==> config.mk <==
export PLATFORM = sky130hd
export DESIGN_NAME = chan_fifo_port
export DESIGN_NICKNAME = d
export VERILOG_FILES = /design/src/rtl/chan_fifo_port_pkg.sv /design/src/rtl/chan_fifo.sv /design/src/rtl/chan_fifo_port.sv
export SDC_FILE = /design/constraint.sdc
export NUM_CORES = 1
export LEC_CHECK = 0
export ABC_AREA = 0
export CAP_MARGIN = 20
export CORE_MARGIN = 10
export CORE_UTILIZATION = 34
export DETAILED_ROUTE_END_ITERATION = 10
export GPL_TIMING_DRIVEN = 0
export SLEW_MARGIN = 20
export SYNTH_ARGS = -nofsm -noshare
export SYNTH_HDL_FRONTEND = slang
export SYNTH_SLANG_ARGS = --single-unit
==> constraint.sdc <==
create_clock -name clk_in -period 4.22 [get_ports clk_in]
set_input_delay 0.844 -clock clk_in [delete_from_list [all_inputs] [get_ports clk_in]]
set_output_delay 0.844 -clock clk_in [all_outputs]
set_load 0.01 [all_outputs]
==> src/rtl/chan_fifo_port_pkg.sv <==
// Shared definitions for the channel FIFO port: default channel numbers,
// status-byte layout and flush-command bit positions.
package chan_fifo_port_pkg;

    localparam logic [6:0] DEFAULT_DATA_CHAN   = 7'd0;
    localparam logic [6:0] DEFAULT_STATUS_CHAN = 7'd1;

    localparam int STAT_RX_FULL_BIT  = 7;
    localparam int STAT_RX_EMPTY_BIT = 6;
    localparam int STAT_TX_FULL_BIT  = 5;
    localparam int STAT_TX_EMPTY_BIT = 4;

    localparam int FLUSH_RX_BIT = 0;
    localparam int FLUSH_TX_BIT = 1;

    typedef enum logic [1:0] {
        SEL_DATA,
        SEL_STATUS,
        SEL_OTHER
    } chan_sel_e;

    function automatic logic [7:0] status_byte(
        input logic       rx_full,
        input logic       rx_empty,
        input logic       tx_full,
        input logic       tx_empty,
        input logic [3:0] level
    );
        logic [7:0] s;
        s                    = {4'h0, level};
        s[STAT_RX_FULL_BIT]  = rx_full;
        s[STAT_RX_EMPTY_BIT] = rx_empty;
        s[STAT_TX_FULL_BIT]  = tx_full;
        s[STAT_TX_EMPTY_BIT] = tx_empty;
        return s;
    endfunction

    // Occupancy reported in a nibble; anything above 15 reads as 15.
    function automatic logic [3:0] sat_level(input logic [7:0] count);
        return (count > 8'd15) ? 4'hF : count[3:0];
    endfunction

endpackage

==> src/rtl/chan_fifo.sv <==
// Synchronous first-word-fall-through FIFO with push, pop, flush and an
// occupancy count one bit wider than the pointers.
module chan_fifo #(
    parameter int DEPTH_LOG2 = 4,
    parameter int WIDTH      = 8
) (
    input  logic                  clk,
    input  logic                  rst_n,
    input  logic                  push,
    input  logic [WIDTH-1:0]      push_data,
    input  logic                  pop,
    input  logic                  flush,
    output logic [WIDTH-1:0]      head,
    output logic [DEPTH_LOG2:0]   count
);

    localparam int DEPTH = 2 ** DEPTH_LOG2;

    logic [WIDTH-1:0]      mem [DEPTH];
    logic [DEPTH_LOG2-1:0] wr_ptr;
    logic [DEPTH_LOG2-1:0] rd_ptr;
    logic                  full;
    logic                  empty;
    logic                  push_ok;
    logic                  pop_ok;

    // Count never exceeds DEPTH, so its MSB alone marks the full state.
    assign full    = count[DEPTH_LOG2];
    assign empty   = (count == '0);
    assign push_ok = push && !full;
    assign pop_ok  = pop && !empty;

    // NOTE: state registers use non-blocking assignments so every flop samples pre-edge values.
    always_ff @(posedge clk) begin
        if (!rst_n || flush) begin
            wr_ptr <= '0;
            rd_ptr <= '0;
            count  <= '0;
        end else begin
            if (push_ok) wr_ptr <= wr_ptr + 1'b1;
            if (pop_ok)  rd_ptr <= rd_ptr + 1'b1;
            case ({push_ok, pop_ok})
                2'b10:   count <= count + 1'b1;
                2'b01:   count <= count - 1'b1;
                default: ;
            endcase
        end
    end

    // NOTE: storage is not reset; pointers and count decide which entries are valid.
    always_ff @(posedge clk) begin
        if (push_ok) mem[wr_ptr] <= push_data;
    end

    assign head = mem[rd_ptr];

endmodule

==> src/rtl/chan_fifo_port.sv <==
// Channel-addressed byte port: one channel streams through RX/TX FIFOs,
// one carries flush commands and a status byte, all others are inert.
module chan_fifo_port
    import chan_fifo_port_pkg::*;
#(
    parameter int         DEPTH_LOG2  = 4,
    parameter logic [6:0] DATA_CHAN   = DEFAULT_DATA_CHAN,
    parameter logic [6:0] STATUS_CHAN = DEFAULT_STATUS_CHAN
) (
    input  logic       clk_in,
    input  logic       reset_in,
    input  logic [6:0] chanAddr_in,
    input  logic [7:0] h2fData_in,
    input  logic       h2fValid_in,
    output logic       h2fReady_out,
    output logic [7:0] f2hData_out,
    output logic       f2hValid_out,
    input  logic       f2hReady_in,
    output logic [7:0] appRxData_out,
    output logic       appRxValid_out,
    input  logic       appRxReady_in,
    input  logic [7:0] appTxData_in,
    input  logic       appTxValid_in,
    output logic       appTxReady_out
);

    chan_sel_e             sel;
    logic [DEPTH_LOG2:0]   rx_count;
    logic [DEPTH_LOG2:0]   tx_count;
    logic [7:0]            rx_head;
    logic [7:0]            tx_head;
    logic                  rx_full;
    logic                  rx_empty;
    logic                  tx_full;
    logic                  tx_empty;
    logic [3:0]            tx_level;
    logic [7:0]            status;
    logic                  h2f_fire;
    logic                  status_wr;
    logic                  rx_push;
    logic                  rx_pop;
    logic                  rx_flush;
    logic                  tx_push;
    logic                  tx_pop;
    logic                  tx_flush;

    assign rx_full  = rx_count[DEPTH_LOG2];
    assign rx_empty = (rx_count == '0);
    assign tx_full  = tx_count[DEPTH_LOG2];
    assign tx_empty = (tx_count == '0);

    // Small FIFOs have no meaningful level to report, so the low nibble stays zero.
    assign tx_level = (DEPTH_LOG2 <= 3) ? 4'h0 : sat_level(8'(tx_count));
    assign status   = status_byte(rx_full, rx_empty, tx_full, tx_empty, tx_level);

    always_comb begin
        sel = SEL_OTHER;
        if (chanAddr_in == DATA_CHAN)        sel = SEL_DATA;
        else if (chanAddr_in == STATUS_CHAN) sel = SEL_STATUS;
    end

    // NOTE: every combinational output gets a default first so no path can infer a latch.
    always_comb begin
        h2fReady_out = 1'b0;
        f2hValid_out = 1'b0;
        f2hData_out  = 8'h00;
        if (reset_in) begin
            case (sel)
                SEL_DATA: begin
                    h2fReady_out = !rx_full;
                    f2hValid_out = !tx_empty;
                    f2hData_out  = tx_head;
                end
                SEL_STATUS: begin
                    h2fReady_out = 1'b1;
                    f2hValid_out = 1'b1;
                    f2hData_out  = status;
                end
                default: begin
                    h2fReady_out = 1'b1;
                    f2hValid_out = 1'b1;
                end
            endcase
        end
    end

    assign appRxValid_out = reset_in && !rx_empty;
    assign appRxData_out  = reset_in ? rx_head : 8'h00;
    assign appTxReady_out = reset_in && !tx_full;

    assign h2f_fire  = h2fValid_in && h2fReady_out;
    assign rx_push   = h2f_fire && (sel == SEL_DATA);
    assign status_wr = h2f_fire && (sel == SEL_STATUS);
    assign rx_flush  = status_wr && h2fData_in[FLUSH_RX_BIT];
    assign tx_flush  = status_wr && h2fData_in[FLUSH_TX_BIT];
    assign rx_pop    = appRxValid_out && appRxReady_in;
    assign tx_push   = appTxValid_in && appTxReady_out;
    assign tx_pop    = f2hValid_out && f2hReady_in && (sel == SEL_DATA);

    chan_fifo #(
        .DEPTH_LOG2 (DEPTH_LOG2),
        .WIDTH      (8)
    ) u_rx_fifo (
        .clk       (clk_in),
        .rst_n     (reset_in),
        .push      (rx_push),
        .push_data (h2fData_in),
        .pop       (rx_pop),
        .flush     (rx_flush),
        .head      (rx_head),
        .count     (rx_count)
    );

    chan_fifo #(
        .DEPTH_LOG2 (DEPTH_LOG2),
        .WIDTH      (8)
    ) u_tx_fifo (
        .clk       (clk_in),
        .rst_n     (reset_in),
        .push      (tx_push),
        .push_data (appTxData_in),
        .pop       (tx_pop),
        .flush     (tx_flush),
        .head      (tx_head),
        .count     (tx_count)
    );

endmodule

==> run summary, run 1 <==
The run finished with clean final reports. The internal reg-to-reg setup slack came out at 0.66 ns. Data on the critical path arrives at its endpoint at 3.22 ns. The delay of the slowest cell on the worst path is 0.59 ns. The min-delay analysis places its worst path in the category reg -> reg. Entering global routing, the biggest net connects 18 pins. The post-synthesis register bit count came out at 290.

The first global-routing pass estimated 37.24 mm of wire. The sequential fraction of the synthesis area is 70.50%. The cell occurring most often along the worst timing path is sky130_fd_sc_hd__mux4_2. Summing over every cut layer, the via total after detailed routing is 5877. The deepest level of the CTS H-tree came out at 1. The buffer depth of the longest clock path came out at 3.

The via count of the first global-routing pass came out at 5948. The initial antenna violation count is 1. Counting flops with an async set or reset pin after synthesis yields a share of 0%. Setup repair after global routing left no endpoint under its margin. The number of fill cells in the layout is 3084. Global routing used 11.49% of the available tracks. Dividing the detail-routed wire length by the instance count gives 20.65 um. Detailed placement ended at an HPWL of 16.57 mm. The total routed wirelength is 24.68 mm.

The worst setup path is of the reg -> out kind. The minimum clock period after layout came out at 4.066 ns. The endpoint identified for the worst register-to-register timing path is u_tx_fifo.count[4]. For the worst flop-to-flop path, the logic depth is 13. Power spread over the standard cell area amounts to 409.4 mW/mm2. Row generation in the floorplan step produced 68 rows. The core area is 0.03446 mm2. Leaving out fill and tap cells, the most frequent cell in the layout is sky130_fd_sc_hd__edfxtp_1.

The met2 track utilization from global routing came out at 18.95%. The final hold slack came out at 0.5166 ns. The number of antenna diodes in the final layout is 0.

The instance count along the most critical hold path is 2. The number of nets with antenna violations after routing is 0. The path with the worst hold slack has its endpoint at u_tx_fifo.rd_ptr[3].

Of all nets on the critical path, the largest fanout is 10. The average vias per placed instance came out at 4.918. For this run, design rule violations remaining after detail routing come to 0.

The post-route fraction of the period consumed by the critical path is 96.35%. The clock latency of the later-clocked register in the worst-skew pair is 0.54 ns. The total global routing overflow came out at 0.

Among all flip-flop cells after synthesis, the most frequent one is sky130_fd_sc_hd__edfxtp_1. The aggregate negative setup slack is 0 ns. IR analysis of the VDD net gives a maximum drop of 0.3017 mV. For the pin with the worst max-slew slack, the measured transition is 1.041 ns. The analysis attributes to cell leakage a power of 4.415 nW. TritonCTS built the clock tree. On the critical path, the stage with the largest delay is an instance of sky130_fd_sc_hd__buf_1. The max capacitance violation total came out at 0. The signal on the critical path passes through buf_1 -> mux4_2 -> mux4_2 -> nand2_1 -> a21oi_1 -> clkdlybuf4s50_1. The number of buffer and inverter stages on the critical path came out at 2. The area of the die came out at 0.04278 mm2. Leaving out fill and tap cells, the most frequent cells in the layout are 256 x sky130_fd_sc_hd__edfxtp_1, 66 x sky130_fd_sc_hd__nor2_1, 61 x sky130_fd_sc_hd__mux4_2.

The layout overhead on the synthesized area came out at 16.79%. Synthesis produced a netlist whose cell count is 638. The number of hold violations in the final report is 0. The startpoint class of the critical path is a flop. The maximum clock frequency came out at 0.2460 GHz. Summing every instance area after synthesis gives 0.01187 mm2. In this run, CTS created clock tree buffers numbering 28.

The die boundary height came out at 206.8 um. The chip width came out at 206.8 um. The share of cells above drive strength 1 came out at 18.38%. The synthesized area divided by synthesized cell count is 18.61 um2.

The clock sink total came out at 290. The critical path data required time came out at 3.38 ns. The number of slew-limit violations in the final report came to 0.

The clock-pin slew on the worst setup and hold paths is 0.06 ns. The worst setup path is captured at an output port. In this run the most critical hold path is launched from u_tx_fifo.rd_ptr[3]. The final layout net count came out at 764.

The synthesized netlist contains 47 unique library cells. The number of synthesized flops with an enable pin is 256. The number of primary I/O pins is 49.

The post-synth net total is 684. The master cell of the clock root buffer is sky130_fd_sc_hd__clkbuf_16. Once the floorplan was initialized, standard cells occupied 34.45% of the core. The met3 track demand over resource in global routing is 1.966%. The cell family contributing the most delay on the critical path is buffers and inverters. The layer with the highest usage is met2. The routability congestion estimate came out at 0.7561. The headroom to the max-slew limit is 30.32%.

The number of warnings issued by yosys came out at 0. The number of iterations in the first detailed-routing pass came out at 4. The clock skew is 0.007244 ns.

The global routing met1 resource utilization is 15.45%. The first routing iteration left 389 violations. The number of setup violations in the final report is 0. The startpoint identified for the worst register-to-register timing path is u_tx_fifo.count[1]. The number of I/O port buffers is 46.
[logic make-up (layout without fill, tap and decap cells)]
family          count (synthesis)  after routing  share of synthesized area, %
xor+xnor                       21             21                         1.550
fa+ha+maj                      17             17                         1.792
mux                            91             91                         16.71
flops                         290            290                         70.50
compound gates                 34             34                         1.855
buf+inv                        50            152                         2.245
simple gates                  135            135                         5.355
[synth_stat cells, types with 2 or more instances]
cell type,count,share of area [%]
sky130_fd_sc_hd__nand4_1,5,0.26
sky130_fd_sc_hd__xnor2_1,8,0.59
sky130_fd_sc_hd__nor2_1,66,2.1
sky130_fd_sc_hd__inv_1,10,0.32
sky130_fd_sc_hd__nand2b_1,7,0.37
sky130_fd_sc_hd__o211ai_1,2,0.13
sky130_fd_sc_hd__a211oi_1,5,0.32
sky130_fd_sc_hd__nor3_1,10,0.42
sky130_fd_sc_hd__or3_1,2,0.11
sky130_fd_sc_hd__clkbuf_1,12,0.38
sky130_fd_sc_hd__mux4_1,19,4.2
sky130_fd_sc_hd__buf_1,10,0.32
sky130_fd_sc_hd__a21o_1,2,0.13
sky130_fd_sc_hd__nand2_1,21,0.66
sky130_fd_sc_hd__a21oi_1,8,0.34
sky130_fd_sc_hd__mux4_2,61,12
sky130_fd_sc_hd__mux2i_1,11,0.93
sky130_fd_sc_hd__a21boi_0,2,0.13
sky130_fd_sc_hd__dfxtp_1,34,5.7
sky130_fd_sc_hd__buf_6,7,0.66
sky130_fd_sc_hd__edfxtp_1,256,65
sky130_fd_sc_hd__and3_1,4,0.21
sky130_fd_sc_hd__o21ai_0,7,0.30
sky130_fd_sc_hd__ha_1,17,1.8
sky130_fd_sc_hd__and2_1,10,0.53
sky130_fd_sc_hd__buf_2,6,0.25
sky130_fd_sc_hd__nand3_1,2,0.084
sky130_fd_sc_hd__nor2b_1,3,0.16
sky130_fd_sc_hd__xor2_1,13,0.96
[cell type report]
type	count	area, um2	share of cell area [%]
clock inverters	9	47.55	0.3430
flip-flops and latches	290	8368	60.36
repair buffers	50	494.2	3.565
multi-input cells	298	3276	23.63
clock buffers	43	839.6	6.056
inverters	12	47.55	0.3430
plain buffers	38	221.5	1.597
well taps	455	569.3	4.106
[worst reg2reg max path, cell delays in order, from the launching register on]
cell and delay [ns]:
sky130_fd_sc_hd__dfxtp_1 0.29, sky130_fd_sc_hd__clkbuf_1 0.19, sky130_fd_sc_hd__nor2_1 0.15, sky130_fd_sc_hd__nor4b_1 0.80, sky130_fd_sc_hd__nor2b_1 0.10, sky130_fd_sc_hd__buf_2 0.20, sky130_fd_sc_hd__ha_1 0.22, sky130_fd_sc_hd__clkbuf_1 0.20
sky130_fd_sc_hd__xor2_1 0.19, sky130_fd_sc_hd__ha_1 0.23, sky130_fd_sc_hd__a31o_2 0.24, sky130_fd_sc_hd__a211oi_1 0.29, sky130_fd_sc_hd__mux2i_1 0.23, sky130_fd_sc_hd__o211ai_1 0.10
[layer usage]
layer	vias to the layer above	share of wire, %
met3	38	4.4
met1	3006	45
met4	0	2.2
met5	-	0
met2	132	48
li1	2701	-
[report_power, final]
group / internal (mW) / total [mW] / switching [mW]
combinational: 0.0550 / 0.144 / 0.0886
clock: 1.37 / 2.40 / 1.03
sequential: 3.13 / 3.14 / 0.00575
[sequential cells by signal, summed over array words and instances, names as in the netlist, named ones only]
signal,cells
u_rx_fifo.mem,128
u_tx_fifo.wr_ptr,4
u_rx_fifo.wr_ptr,4
u_rx_fifo.count,5
u_tx_fifo.rd_ptr,4
u_tx_fifo.count,5
u_tx_fifo.mem,128
u_rx_fifo.rd_ptr,4
[worst max path at each step]
stage,from,endpoint,slack [ns],cells past startpoint
global route,flop,f2hData_out[6],0.007,6
floorplan,chanAddr_in[0],u_rx_fifo.count[4],0.81,16
detailed placement,chanAddr_in[5],u_rx_fifo.count[4],0.01,16
global placement,chanAddr_in[5],u_rx_fifo.mem[1][0],0.004,7
finish,flop,f2hData_out[6],0.15,6
CTS,flop,f2hData_out[7],0.03,6
[stage by stage]
step           instance area (um2)  cells  total power, mW  worst slack, ns  util, %
2_1_floorplan                11870    638            3.248           0.8060        -
3_3_place_gp                 12900   1139            3.339         0.003602    37.44
3_5_place_dp                 12970   1143            3.345         0.009945    37.65
4_1_cts                      13860   1195            5.732          0.03214    40.23
5_1_grt                      13860   1195            5.862         0.007013    40.23
6_report                     13860   1195            5.676           0.1542    40.23
[timing repair]
item,CTS,global route
setup endpoints to repair,0,2
hold buffers,0,0
buffers inserted,0,0
resized for setup,0,2
No activity file was read; power rests on OpenSTA's default activity.
==> run 2, diff against run 1 <==
- SLEW_MARGIN: 20 -> 10
- SYNTH_HIERARCHICAL: not set -> 1
==> run 2 against run 1 <==
Effect of this change: cell area is 0.20% lower; sequential power about the same; sequential cell count did not move; die area is 0.16% lower; clock power rose by 3%; synthesized area is 0.18% lower; core utilization shrank 0.080 points; clock-buffer cell count is 10 lower; non-clock buffer count fell by 3; routed wire length grew 1.9%; synthesized cell count grew 0.31%.
==> run summary, run 2 <==
The core area is 0.03446 mm2 (unchanged). The routed length per instance is 21.08 um (+2.1%). Summed over all instances, the cell type with the most area after synthesis is sky130_fd_sc_hd__edfxtp_1. The post-synth net total is 685 (+0.15%). The clock skew is 0.009480 ns (+0.002237 ns). The die boundary height is 206.7 um (about the same). In the layout the commonest cells are 256 x sky130_fd_sc_hd__edfxtp_1, 80 x sky130_fd_sc_hd__mux4_2, 59 x sky130_fd_sc_hd__nor2_1.

The cell with the largest stage delay on the worst path is sky130_fd_sc_hd__buf_1. By count the netlist is led by 256 x sky130_fd_sc_hd__edfxtp_1, 80 x sky130_fd_sc_hd__mux4_2, 59 x sky130_fd_sc_hd__nor2_1, 34 x sky130_fd_sc_hd__dfxtp_1, 23 x sky130_fd_sc_hd__nand2_1. The clock latency of the later-clocked register in the worst-skew pair came out at 0.54 ns (about the same). The worst setup path is launched from a flop. The final hold slack came out at 0.5044 ns (-0.01226 ns). The arrival time of data at the critical path endpoint was 3.22 ns (about the same). The total instance count after detailed placement is 1142 (-0.087%). The minimum clock period after layout came out at 4.060 ns (-0.006280 ns). The largest fanout on the critical path is 10 (unchanged).

The total global-route track usage came out at 11.74% (+0.25 points). The total routed wirelength came to 25.15 mm (+1.9%). The flow ran to the end, and the final reports show no timing, DRC or antenna violations.

The first-pass GRT wire length came out at 37.81 mm (+1.5%). The chip width is 206.7 um (about the same). The antenna diode count is 0 (unchanged). The type of the setup path with the least slack is reg -> out. The number of slew-limit violations in the final report was 0 (unchanged).

The buffer depth of the longest clock path was 3 (unchanged). The clock sink total came to 290 (unchanged). The number of synthesized flops with an enable pin is 256 (unchanged). The worst hold path begins at u_rx_fifo/rd_ptr[3]. The number of warnings issued by yosys came out at 6 (+6). Setup repair after global routing left no endpoint under its margin.

The gate family responsible for the most delay along the worst path is buffers and inverters. The pin count of the biggest net entering global routing came out at 18 (unchanged). The max capacitance violation total came to 0 (unchanged).

The violation count after the first detailed-route iteration is 466 (+20%). By instance count, the leading cell after synthesis is sky130_fd_sc_hd__edfxtp_1. The effective utilization at floorplan is 34.39% (-0.062 points). The count of distinct cell types in the synthesized netlist was 49 (+4.3%). The number of post-CTS setup repair buffers is 0 (unchanged). The delay of the slowest cell on the worst path came out at 0.54 ns (-0.05 ns).

The total via count after detailed routing came out at 5952 (+1.3%). The final layout net count is 762 (-0.26%). CTS placed an instance of sky130_fd_sc_hd__clkbuf_16 at the clock tree root. The critical path data required time came out at 3.38 ns (about the same). The post-layout instance count excluding filler cells is 1193 (-0.17%). The synthesized cell area came out at 0.01185 mm2 (-0.18%). The number of buffer and inverter stages on the critical path is 3 (+1). Leaving out fill and tap cells, the most frequent cell in the layout is sky130_fd_sc_hd__edfxtp_1. The number of hold violations in the final report came out at 0 (unchanged). The sequential fraction of the synthesis area came out at 70.62% (+0.13 points).

The layout overhead on the synthesized area came to 16.77% (about the same). The maximum clock frequency is 0.2463 GHz (+0.15%). The clock-pin slew on the worst setup and hold paths is 0.06 ns (about the same). The number of nets with antenna violations after routing came to 0 (unchanged). The number of I/O port buffers came out at 47 (+2.2%).

TritonCTS built the clock tree. The routability congestion estimate came out at 0.7678 (+1.5%). The number of buffers inserted during clock tree synthesis came out at 28 (unchanged). The leakage power is 4.356 nW (-1.3%). The cell area power density came out at 413.8 mW/mm2 (+1.1%).

The headroom to the max-slew limit is 28.82% (-1.5 points). The initial antenna violation count is 0 (-1). The deepest level of the CTS H-tree is 1 (unchanged). The proportion of synthesized flip-flops having asynchronous set or reset came out at 0% (unchanged). The number of instances in the synthesized netlist came to 640 (+0.31%). The post-synthesis register bit count came out at 290 (unchanged).

The pin slew with the least headroom to its limit is 1.064 ns (+0.02241 ns). The number of setup violations in the final report is 0 (unchanged). The most numerous cell type found on the critical path is sky130_fd_sc_hd__mux4_2. The placed wire-length estimate came out at 16.80 mm (+1.4%). The maximum ir drop on the vdd rail came out at 0.3333 mV (+10%). The post-route fraction of the period consumed by the critical path came out at 96.20% (-0.15 points). Walking the worst path, the cells encountered are buf_1 -> mux4_2 -> mux4_2 -> inv_1 -> o22ai_2 -> and2b_1 -> clkdlybuf4s50_1. The largest registers in the layout are u_rx_fifo/mem: 128 flops, u_tx_fifo/mem: 128 flops. The number of cells upsized or downsized after cts is 1 (+1). The utilization of the core after routing is 40.15% (-0.080 points). The number of iterations in the first detailed-routing pass came to 5 (+1).

The worst flop-to-flop path startpoint is u_tx_fifo/count[2]. The number of rows in the core area is 68 (unchanged). The worst reg2reg path depth is 13 (unchanged). The instance count along the most critical hold path is 2 (unchanged).

The synthesized area divided by synthesized cell count is 18.51 um2 (-0.49%). The portion of synthesized cell area occupied by the leading cell type came out at 64.88% (+0.12 points). The average vias per placed instance is 4.989 (+1.4%). The count of hold-fix buffers inserted at cts is 0 (unchanged). The total global routing overflow came out at 0 (unchanged). The number of primary I/O pins came out at 49 (unchanged). The remaining design rule violation count is 0 (unchanged). The via count of the first global-routing pass is 5899 (-0.82%). The prevailing post-synth register cell is sky130_fd_sc_hd__edfxtp_1.

STA classifies the critical path endpoint as an output port. In this run the critical register-to-register path is captured at u_tx_fifo/count[4]. The internal reg-to-reg setup slack is 0.92 ns (+0.26 ns). The path class of the tightest hold or removal check is reg -> reg. The area of the die is 0.04272 mm2 (-0.16%).

Yosys attributes the largest share of cell area to sky130_fd_sc_hd__edfxtp_1 65%, sky130_fd_sc_hd__mux4_2 15%, sky130_fd_sc_hd__dfxtp_1 5.7%. The share of cells above drive strength 1 is 21.00% (+2.6 points).
## run 2: changes by cell type after synthesis, moves of 6 or more
cell                      before  now
sky130_fd_sc_hd__mux4_1       19    0
sky130_fd_sc_hd__mux4_2       61   80
sky130_fd_sc_hd__nand3_1       2    8
sky130_fd_sc_hd__nor2_1       66   59
sky130_fd_sc_hd__or4_1         0    6
## run 2: where the power goes
part,total (mW),switching [mW],leakage [nW],internal [mW]
Clock,2.46,1.03,0.441,1.43
Sequential,3.13,0.00514,2.58,3.13
Combinational,0.134,0.0820,1.34,0.0517
## run 2: through the flow
| step | area (um2) | TNS (ns) | worst slack [ns] | power [mW] |
|---|---|---|---|---|
| floorplan | 11850 | 0 | 0.5596 | 3.239 |
| global placement | 12890 | -0.4131 | -0.2856 | 3.328 |
| detailed placement | 12930 | -0.4892 | -0.3055 | 3.331 |
| CTS | 13830 | 0 | 0.009944 | 5.796 |
| global route | 13840 | 0 | 0.02407 | 5.920 |
| finish | 13840 | 0 | 0.1604 | 5.726 |
## run 2: area by class of cell
cell class              count  area (um2)
fillers                  3092       20620
flip-flops and latches    290        8368
multi-input cells         305        3284
clock buffers              33       740.7
well taps                 455       569.3
repair buffers             47       470.5
plain buffers              38       209.0
clock inverters            18       162.7
inverters                   7       31.28
## run 2: tightest hold or removal path: cells and delay by family, from the launching register on
kind | cells | cell delay (ns)
XOR/XNOR | 1 | 0.08
flip-flops | 1 | 0.32
AND/OR/NAND/NOR | 1 | 0.07
## run 2: worst max-delay path by stage
stage	cells after the start	from	to
2_1_floorplan	14	chanAddr_in[1]	u_tx_fifo/count[4]
3_3_place_gp	15	chanAddr_in[1]	u_tx_fifo/count[4]
3_5_place_dp	15	chanAddr_in[1]	u_tx_fifo/count[4]
4_1_cts	7	flop	f2hData_out[4]
5_1_grt	7	flop	f2hData_out[4]
6_report	7	flop	f2hData_out[4]
## run 2: logic make-up (layout without fill, tap and decap cells)
| kind of cell | Yosys count | in the layout | share of synthesized area (%) |
|---|---|---|---|
| DFF | 290 | 290 | 70.62 |
| and+or+nand+nor | 149 | 149 | 6.410 |
| muxes | 86 | 86 | 15.71 |
| buffers and inverters | 45 | 143 | 2.006 |
| AOI/OAI and AO/OA | 38 | 38 | 2.376 |
| adders and majority gates | 16 | 16 | 1.690 |
| xor gates and xnor gates | 16 | 16 | 1.183 |
## run 2: layer usage
layer | GRT usage (%) | vias up | part of all wire, %
li1 | - | 2709 | -
met1 | 15.71 | 3063 | 43
met2 | 19.53 | 142 | 50
met3 | 2.060 | 38 | 5.3
met4 | 2.841 | 0 | 1.7
met5 | 0 | - | 0
